===== config.mk =====
export PLATFORM = sky130hd
export DESIGN_NAME = bus_arbiter
export DESIGN_NICKNAME = d
export VERILOG_FILES = /design/src/rtl/bus_arbiter.sv
export SDC_FILE = /design/constraint.sdc
export NUM_CORES = 1
export LEC_CHECK = 0
export ABC_AREA = 1
export BUFFER_PORTS_ARGS = -buffer_cell sky130_fd_sc_hd__buf_2
export CELL_PAD_IN_SITES_DETAIL_PLACEMENT = 0
export CELL_PAD_IN_SITES_GLOBAL_PLACEMENT = 1
export CORE_ASPECT_RATIO = 1.4
export CORE_MARGIN = 5
export CORE_UTILIZATION = 23
export CTS_CLUSTER_DIAMETER = 40
export DETAILED_ROUTE_END_ITERATION = 7
export PLACE_DENSITY_LB_ADDON = 0.2
export RECOVER_POWER = 50
export SLEW_MARGIN = 20
export SYNTH_ARGS = -nofsm -noshare
export SYNTH_HDL_FRONTEND = slang
export SYNTH_SLANG_ARGS = --single-unit

===== constraint.sdc =====
create_clock -name clk -period 2 [get_ports clk]
set_input_delay 0.4 -clock clk [delete_from_list [all_inputs] [get_ports clk]]
set_output_delay 0.4 -clock clk [all_outputs]
set_load 0.1 [all_outputs]

===== src/rtl/bus_arbiter.sv =====
// Round-robin arbiter sharing one bus-buffer write port among NUM_REQ valid/ready producers.
// Optional stall timeout with forced grant release is built when BUS_ARB_TIMEOUT_EN is defined.
module bus_arbiter #(
    parameter int NUM_REQ   = 4,
    parameter int DATA_W    = 24,
    parameter int TO_CYCLES = 255
) (
    input  logic                       clk,
    input  logic                       RSTn,
    input  logic [NUM_REQ*DATA_W-1:0]  REQ_DATA,
    input  logic [NUM_REQ-1:0]         req_valid,
    output logic [NUM_REQ-1:0]         arb_ready,
    output logic [DATA_W-1:0]          TOP_DATA,
    output logic                       top_valid,
    input  logic                       bus_ready,
    output logic [$clog2(NUM_REQ)-1:0] grant_id,
    output logic                       busy,
    output logic                       timeout_err
);

    localparam int IDX_W = $clog2(NUM_REQ);

    typedef enum logic {
        S_IDLE = 1'b0,
        S_LOCK = 1'b1
    } state_t;

    state_t             r_state;
    state_t             w_state_nxt;
    logic [IDX_W-1:0]   r_grant;
    logic [IDX_W-1:0]   w_grant_nxt;
    logic [IDX_W-1:0]   r_last;
    logic [IDX_W-1:0]   w_last_nxt;

    logic [IDX_W-1:0]   w_pick;
    logic               w_pick_vld;
    logic               w_gnt_valid;
    logic [DATA_W-1:0]  w_gnt_data;
    logic               w_accept;
    logic               w_stall;
    logic               w_timeout;

    assign w_gnt_valid = req_valid[r_grant];
    assign w_gnt_data  = REQ_DATA[int'(r_grant)*DATA_W +: DATA_W];

    // Scan last+1, last+2, ... mod NUM_REQ; iterating from the far end lets the
    // nearest valid index overwrite the others, so no early exit is needed.
    always_comb begin
        automatic int idx;
        w_pick     = '0;
        w_pick_vld = 1'b0;
        for (int k = NUM_REQ; k >= 1; k--) begin
            idx = int'(r_last) + k;
            if (idx >= NUM_REQ) idx = idx - NUM_REQ;
            if (req_valid[idx]) begin
                w_pick     = IDX_W'(idx);
                w_pick_vld = 1'b1;
            end
        end
    end

    // Datapath outputs are purely combinational off the registered grant.
    always_comb begin
        top_valid = (r_state == S_LOCK) && w_gnt_valid;
        TOP_DATA  = top_valid ? w_gnt_data : '0;
        busy      = (r_state == S_LOCK);
        grant_id  = r_grant;
        arb_ready = '0;
        if (top_valid && bus_ready) begin
            arb_ready = {{(NUM_REQ-1){1'b0}}, 1'b1} << r_grant;
        end
    end

    assign w_accept = top_valid && bus_ready;
    assign w_stall  = top_valid && !bus_ready;

`ifdef BUS_ARB_TIMEOUT_EN
    logic [15:0] r_stall_cnt;
    logic        r_timeout_err;

    // The stall cycle that would bring the count up to TO_CYCLES triggers release.
    assign w_timeout   = w_stall && (r_stall_cnt == 16'(TO_CYCLES - 1));
    assign timeout_err = r_timeout_err;

    always_ff @(posedge clk or negedge RSTn) begin
        if (!RSTn) begin
            r_stall_cnt   <= '0;
            r_timeout_err <= 1'b0;
        end else begin
            r_timeout_err <= w_timeout;
            if (w_stall && !w_timeout) begin
                r_stall_cnt <= r_stall_cnt + 16'd1;
            end else begin
                r_stall_cnt <= '0;
            end
        end
    end
`else
    assign w_timeout   = 1'b0;
    assign timeout_err = 1'b0;
`endif

    always_comb begin
        // NOTE: every always_comb output gets a default first so no path can infer a latch.
        w_state_nxt = r_state;
        w_grant_nxt = r_grant;
        w_last_nxt  = r_last;
        unique case (r_state)
            S_IDLE: begin
                if (w_pick_vld) begin
                    w_grant_nxt = w_pick;
                    w_state_nxt = S_LOCK;
                end
            end
            S_LOCK: begin
                if (w_accept) begin
                    w_last_nxt  = r_grant;
                    w_state_nxt = S_IDLE;
                end else if (!w_gnt_valid) begin
                    // Requester withdrew without a handshake: it keeps its place in the rotation.
                    w_state_nxt = S_IDLE;
                end else if (w_timeout) begin
                    w_last_nxt  = r_grant;
                    w_state_nxt = S_IDLE;
                end
            end
            default: w_state_nxt = S_IDLE;
        endcase
    end

    always_ff @(posedge clk or negedge RSTn) begin
        // NOTE: state registers use non-blocking assignments so every flop samples pre-edge values.
        if (!RSTn) begin
            r_state <= S_IDLE;
            r_grant <= '0;
            r_last  <= IDX_W'(NUM_REQ - 1);
        end else begin
            r_state <= w_state_nxt;
            r_grant <= w_grant_nxt;
            r_last  <= w_last_nxt;
        end
    end

endmodule


Word level (Yosys, flattened, before mapping). Index checks and enable logic that the tools add are counted.

Bitwise logic cells: 1. Order comparisons: 9. Shifts and indexed selects: 2. $mul: 1. Reduce and logical (&&, ||, !) cells: 4. Add/subtract/negate cells: 8. Multiplexer cells: 32.

Operators by type and width (count): $lt 32x4->1 const B (4); $mux 32 (4); $shiftx 96x8->24 (1); $mux 24 (1); $mux 1 (16); $sub 3x3->4 const B (3); $bmux 1 s2 (5); $ge 3x3->1 const B (3); $mux 2 (4); $add 2x2->3 const B (2); $sub 4x3->5 const B (1); $add 2x3->4 const B (1); $ge 4x3->1 const B (1); $mul 2x2->4 const B (1); $mux 4 (1); $reduce_and 2->1 (2); $shl 1x2->4 const A (1); $add 2x1->3 const B (1); $lt 2x3->1 const B (1); $logic_and 1x1->1 (2); $pmux 1 s2 (1); $not 1->1 (1).

Register bits after elaboration: 5. Output and inout bits: 33. Bits of input ports: 103. Word-level logic and storage cells: 60.

Depth between registers and ports, before layout. Gate-level depths: netlist of run 1.

Depth in word-level cells: 12. Mapped depth: 12. Depth with buffers taken out: 11.

Least setup slack after synthesis of run 1. Ideal clock, no wire load.

Path kind: flip-flop to output port. From: register r_grant[1] (netlist: grant_id[1]). To: output port arb_ready[0]. Slack: -2.290 ns. Required time: 1.600 ns. Cell stages (with the launch flop): 8. Buffers on the path: 1. Arrival: 3.890 ns. Cells stage by stage: dfrtp_1 buf_4 nand2_1 inv_2 a22oi_1 nand2_2 nand3_1 nor3_1.

Word-level cells in the longest chain between the ends: 5. Elaborated cells on any way between the ends: 6. Classes of those cells: shift (1); mux (3); reduce/logical (2).

Ends and longest elaborated chain: from (decl) (line 30) `logic [IDX_W-1:0] r_grant;`; from (signal assigned) (line 139) `r_grant <= w_grant_nxt;`; $bmux 1 s2 (line 43) `assign w_gnt_valid = req_valid[r_grant];`; $mux 1 (implied by the code) (line 43); $logic_and 1x1->1 (line 64) `top_valid = (r_state == S_LOCK) && w_gnt_valid;`; $logic_and 1x1->1 (line 69) `if (top_valid && bus_ready) begin`; $mux 4 * (line 69); to (decl) (line 12) `output logic [NUM_REQ-1:0] arb_ready,`.

Mark *: on every way between the ends. The rest lies on a longest branch, timed or not. The select of a mux whose other input is x is not followed.

Final worst setup path of run 1.
From: register r_grant[1] (netlist: grant_id[1]). To: output port arb_ready[2].

Same word-level chain as after synthesis.

==> results.toml, run 1 <==
[yosys]
synth_area_leaders = "a31oi_4 28%, nand2_1 24%, a22oi_1 14%"
synth-seq-cells = 5
synth_top_flop_cell = "dfrtp_1"
syn_area_um2 = 1350
synthCells = 191
yosys_warnings = 0
synth_edf_count = 0
synth_cell_type_count = 26
synth_xor_area_frac = 0
ys_seq_area_frac = 0.0944
post_synth.cell_area_avg_um2 = 7.07
synthAdderAreaFrac = 0
yosys.area_share.simple = 0.317
synth_area_leader_cell = "a31oi_4"
synth_top_family_by_area = "compound AO/OA/AOI/OAI gates"
synth_nets = 294
synth_compound_area_frac = 0.483
synth_top_area_share = 0.283
synth.mux.area_fraction = 0
async_flop_share = 1.00

[critical_path]
worstSetupEndpoint = "arb_ready[2]"
worst_setup_path_end_kind = "output pin"
rrSetupSlack_ns = 0.42
crit_arrival_ns = 1.78
r2r-start = "grant_id[1]"
worst_r2r_path_depth = 9
start_kind = "flop"
r2r_end = "r_last[0]"
required_ns = 1.60
path_class = "flop to output pin"
worstPathMaxFanout = 6
crit_start = "grant_id[1]"

[layout]
drive_gt1_frac = 0.604
fin_nets = 442
final_cell_area_um2 = 2960
diodes = 0
syn_to_final_growth_pct = 119
final_core_util = 0.512
fillers = 565

[place]
portBuffers = 134
placed_area_um2 = 2780
pre_cts_ws_ns = 0.0144
place_congestion = 0.770
hpwl_um = 5260

[global_route]
grt_max_degree = 25
overflow = 0
track_usage = 0.160
grt_pass1_wl_um = 9520
grt_pass1_vias = 1973
antenna_found_initial = 0

[clocking]
cts_buffers = 3
h-tree-depth = 1
clockBufferDepth = 2
cts_sinks = 5
clock_latency_ns = 0.22
root_buffer = "clkbuf_8"
tritoncts = "done"
clk_pin_slew_ns = 0.03

[drt]
drtPass1Iterations = 4
viasPerCell = 4.71
totalWireLength_um = 6190
drc = 0
wl_per_cell_um = 15.2
ant_nets = 0
first_iter_violations = 52
vias = 1921

[timing]
rsz0062_at_grt = "yes"
max_freq_ghz = 0.459
fin_crit_ns = 2.18
setup_viol = 29
drv_slew = 0
skew_ns = 0.000108
finalHoldViolCount = 0
timing.final.crit_share = 1.09
setup_ws_ns = -0.180

[job]
maxCapViolCount = 0

[floorplanning]
start_util = 0.234
die_area_um2 = 7530
pin_count = 136
die-height_um = 101
fp.dieW_um = 74.8
row_count = 33
core-area_um2 = 5780

[power]
peakVddDrop_mv = 1.40
p_leak_nw = 1.26
p_per_area_nw_per_um2 = 2030

[status]
outcome = "finished, violations left"
violations = "negative setup slack"

[min_path]
worstHoldPathType = "flop to flop"
-- sequential cells by signal, summed over array words and instances, names as in the netlist --
register and count:
busy 1, r_last 2, grant_id 2
-- worst max-delay path: stages (launching register included) --
cell and delay (ns):
dfrtp_4 0.53, nor2_4 0.15, a22oi_2 0.06, nand2_2 0.13, nand2_8 0.11, buf_12 0.17, inv_16 0.05, nand3_4 0.06
nor2_4 0.10, buf_12 0.18
-- final cells by class --
type,count,area [um2],share of cell area
Clock buffer,4,45.0,0.0152
Multi-Input combinational cell,159,1260,0.426
Inverter,14,73.8,0.0249
Timing Repair Buffer,156,1360,0.459
Sequential cell,5,135,0.0456
Tap cell,70,87.6,0.0296
-- per-layer routing --
| layer | vias to the layer above | wire length, um | global-route usage |
|---|---|---|---|
| li1 | 960 | - | - |
| met1 | 876 | 2130 | 0.176 |
| met2 | 76 | 3410 | 0.307 |
| met3 | 9 | 514 | 0.0240 |
| met4 | 0 | 133 | 0.0438 |
| met5 | - | 0 | 0 |
-- what timing repair did --
action                                  4_1_cts  5_1_grt
endpoints found under the setup margin       28       29
gates cloned                                  1        0
hold buffers                                  1        0
buffers inserted                              7        0
gates resized for setup                       5        0
pin swaps                                     5        3
endpoints found under the hold margin         3        0
-- synthesized netlist by cell type (2+ instances only) --
library cell and number:
nand2_1 86, a22oi_1 25, a31oi_4 18, inv_1 10, nand3_1 8, buf_2 6, a31oi_1 4, inv_2 4
clkbuf_1 3, dfrtp_1 3, a31oi_2 2, buf_4 2, buf_8 2, dfstp_2 2, nor2_1 2, nor2_2 2
nor3_1 2, o21ai_0 2
-- cell usage in the layout, fill, tap and decap left out, types with 2 or more instances in the layout --
cell      netlist  final
nor3_4          0      2
buf_12          0     34
inv_4           0      2
buf_4           2     14
nand2_1        86     85
nand3_1         8      6
inv_1          10     10
a22oi_1        25     23
dfstp_2         2      2
buf_2           6    104
nand3_4         0      2
dfrtp_4         0      2
nor2_4          1      5
o21ai_0         2      2
clkbuf_8        0      3
a22oi_2         1      3
clkbuf_1        3      2
a31oi_4        18     24
-- cell families after synthesis --
group           after synthesis
other cells                   1
simple gates                104
flops                         5
buf+inv                      27
compound gates               54
-- power breakdown --
part	total [mW]	internal, mW	switching [mW]
clock	0.183	0.137	0.0467
sequential	0.302	0.178	0.124
combinational	5.54	1.99	3.55
total	6.03	2.31	3.72
-- worst min-delay path by stage --
stage / from / end / slack [ns] / depth (start not counted)
2_1_floorplan: RSTn / busy / 0.10 / 0
3_3_place_gp: RSTn / grant_id[0] / 0.21 / 1
3_5_place_dp: RSTn / grant_id[0] / 0.22 / 1
4_1_cts: r_last[1] / r_last[1] / 0.51 / 2
5_1_grt: bus_ready / busy / 0.51 / 2
6_report: r_last[1] / r_last[1] / 0.51 / 2
-- through the flow --
stage / hold WS, ns / power (mW) / instances / TNS [ns]
4_1_cts: 0.509 / 6.08 / 408 / -4.33
6_report: 0.506 / 6.03 / 408 / -4.28
3_5_place_dp: 0.217 / 5.60 / 395 / 0
2_1_floorplan: 0.104 / 4.03 / 191 / -15.24
3_3_place_gp: 0.215 / 5.57 / 395 / 0
5_1_grt: 0.511 / 6.31 / 408 / -6.30
(Power assumes the default switching activity.)
==> run 2: changes to the inputs <==
--- a/config.mk
+++ b/config.mk
@@ -7,6 +7,7 @@
 export LEC_CHECK = 0
 export ABC_AREA = 1
 export BUFFER_PORTS_ARGS = -buffer_cell sky130_fd_sc_hd__buf_2
+export CAP_MARGIN = 30
 export CELL_PAD_IN_SITES_DETAIL_PLACEMENT = 0
 export CELL_PAD_IN_SITES_GLOBAL_PLACEMENT = 1
 export CORE_ASPECT_RATIO = 1.4
@@ -16,6 +17,7 @@
 export DETAILED_ROUTE_END_ITERATION = 7
 export PLACE_DENSITY_LB_ADDON = 0.2
 export RECOVER_POWER = 50
+export SETUP_SLACK_MARGIN = 0.3
 export SLEW_MARGIN = 20
 export SYNTH_ARGS = -nofsm -noshare
 export SYNTH_HDL_FRONTEND = slang
==> results.toml, run 2 (same netlist as run 1, synthesis figures left out) <==
[status]
outcome = "finished, violations left"
violations = "negative setup slack"

[min_path]
worstHoldPathType = "flop to flop"
hp-start = "r_last[1]"

[layout]
multi_input_area_um2 = 1260
syn_to_final_growth_pct = 119
final_common_cell = "buf_2"
layout.cells.non_filler = 408
drive_gt1_frac = 0.604
fin_nets = 442
seqCellArea_um2 = 135
diodes = 0
fillers = 564
final_cell_mix = "103 x buf_2, 85 x nand2_1, 34 x buf_12"
final_cell_area_um2 = 2960

[drt]
totalWireLength_um = 6190
vias = 1921
drtPass1Iterations = 4
ant_nets = 0
first_iter_violations = 52
wl_per_cell_um = 15.2
drc = 0
viasPerCell = 4.71

[place]
place_inst = 395
hpwl_um = 5260
place_congestion = 0.770
placed_area_um2 = 2780
portBuffers = 134
pre_cts_ws_ns = 0.0144

[clocking]
clk_pin_slew_ns = 0.03
clockBufferDepth = 2
cts_sinks = 5
clock_latency_ns = 0.22
h-tree-depth = 1
cts_buffers = 3
tritoncts = "done"
root_buffer = "clkbuf_8"

[power]
p_leak_nw = 1.26
p_per_area_nw_per_um2 = 2030
peakVddDrop_mv = 1.41

[timing]
drv_slew = 0
timing.final.crit_share = 1.09
fin_setup_tns_ns = -4.28
max_freq_ghz = 0.459
finalHoldViolCount = 0
skew_ns = 0.0000945
setup_viol = 29
fin_crit_ns = 2.18
rsz0062_at_grt = "yes"
setup_ws_ns = -0.180

[critical_path]
worst_setup_path_end_kind = "output pin"
crit_slowest_cell = "dfrtp_4"
worstPathMaxFanout = 6
start_kind = "flop"
path_class = "flop to output pin"
r2r-start = "grant_id[1]"
crit_chain = "nor2_4 > a22oi_2 > nand2_2 > nand2_8 > buf_12 > inv_16 > nand3_4 > nor2_4 > buf_12"
required_ns = 1.60
crit_start = "grant_id[1]"
cp_slowest_stage_delay_ns = 0.53
crit_arrival_ns = 1.78

[floorplanning]
core-area_um2 = 5780
die_area_um2 = 7530
die-height_um = 101
fp.dieW_um = 74.8
pin_count = 136
row_count = 33
start_util = 0.234

[global_route]
overflow = 0
antenna_found_initial = 0
grt_pass1_vias = 1973
track_usage = 0.160
grt_pass1_wl_um = 9520
grt_max_degree = 25

[job]
maxCapViolCount = 0
==> run 2: cell counts in the layout (fill, tap and decap cells not counted) <==
Identical to the previous run, type by type.
==> run 2: repair_timing <==
| item | 4_1_cts | 5_1_grt |
|---|---|---|
| buffers inserted | 7 | 0 |
| hold endpoints to repair | 3 | 0 |
| cloned | 1 | 0 |
| pin swaps | 5 | 3 |
| endpoints found under the setup margin | 31 | 30 |
| hold buffers | 1 | 0 |
| resized for setup | 6 | 0 |
==> run 2: power breakdown <==
part | internal, mW | switching, mW
Sequential | 0.178 | 0.124
Clock | 0.137 | 0.0467
Combinational | 2.00 | 3.55
==> run 2: final cells by class <==
cell class | count | area share
multi-input combinational | 159 | 0.425
inverter | 14 | 0.0249
sequential | 5 | 0.0456
tap | 70 | 0.0295
clock buffer | 4 | 0.0152
timing repair buffer | 156 | 0.459
==> run 2: critical path, delay by kind of cell, from the launching register on <==
family | cells | cell delay, ns
AND/OR/NAND/NOR | 5 | 0.55
flip-flops | 1 | 0.53
buffers and inverters | 3 | 0.40
AO/OA/AOI/OAI | 1 | 0.06
==> run 2: layer usage <==
layer,vias up,part of all wire,global-route usage
met1,876,0.34,0.176
met4,0,0.021,0.0438
li1,960,-,-
met2,76,0.55,0.307
met3,9,0.083,0.0240
met5,-,0,0
==> run 2: final timing paths <==
check	to	slack, ns	cells past startpoint
min in group asynchronous	grant_id[0]	0.56	2
setup / recovery	arb_ready[2]	-0.18	9
hold / removal	r_last[1]	0.51	2
max in group asynchronous	r_last[1]	1.18	2
setup reg to reg	r_last[0]	0.42	9
hold reg to reg	r_last[1]	0.51	2
==> run 2: per-stage QoR <==
stage,util,hold slack [ns],power (mW)
3_3_place_gp,0.481,0.215,5.57
6_report,0.513,0.506,6.03
2_1_floorplan,-,0.104,4.03
4_1_cts,0.513,0.509,6.09
3_5_place_dp,0.481,0.217,5.60
5_1_grt,0.513,0.511,6.32
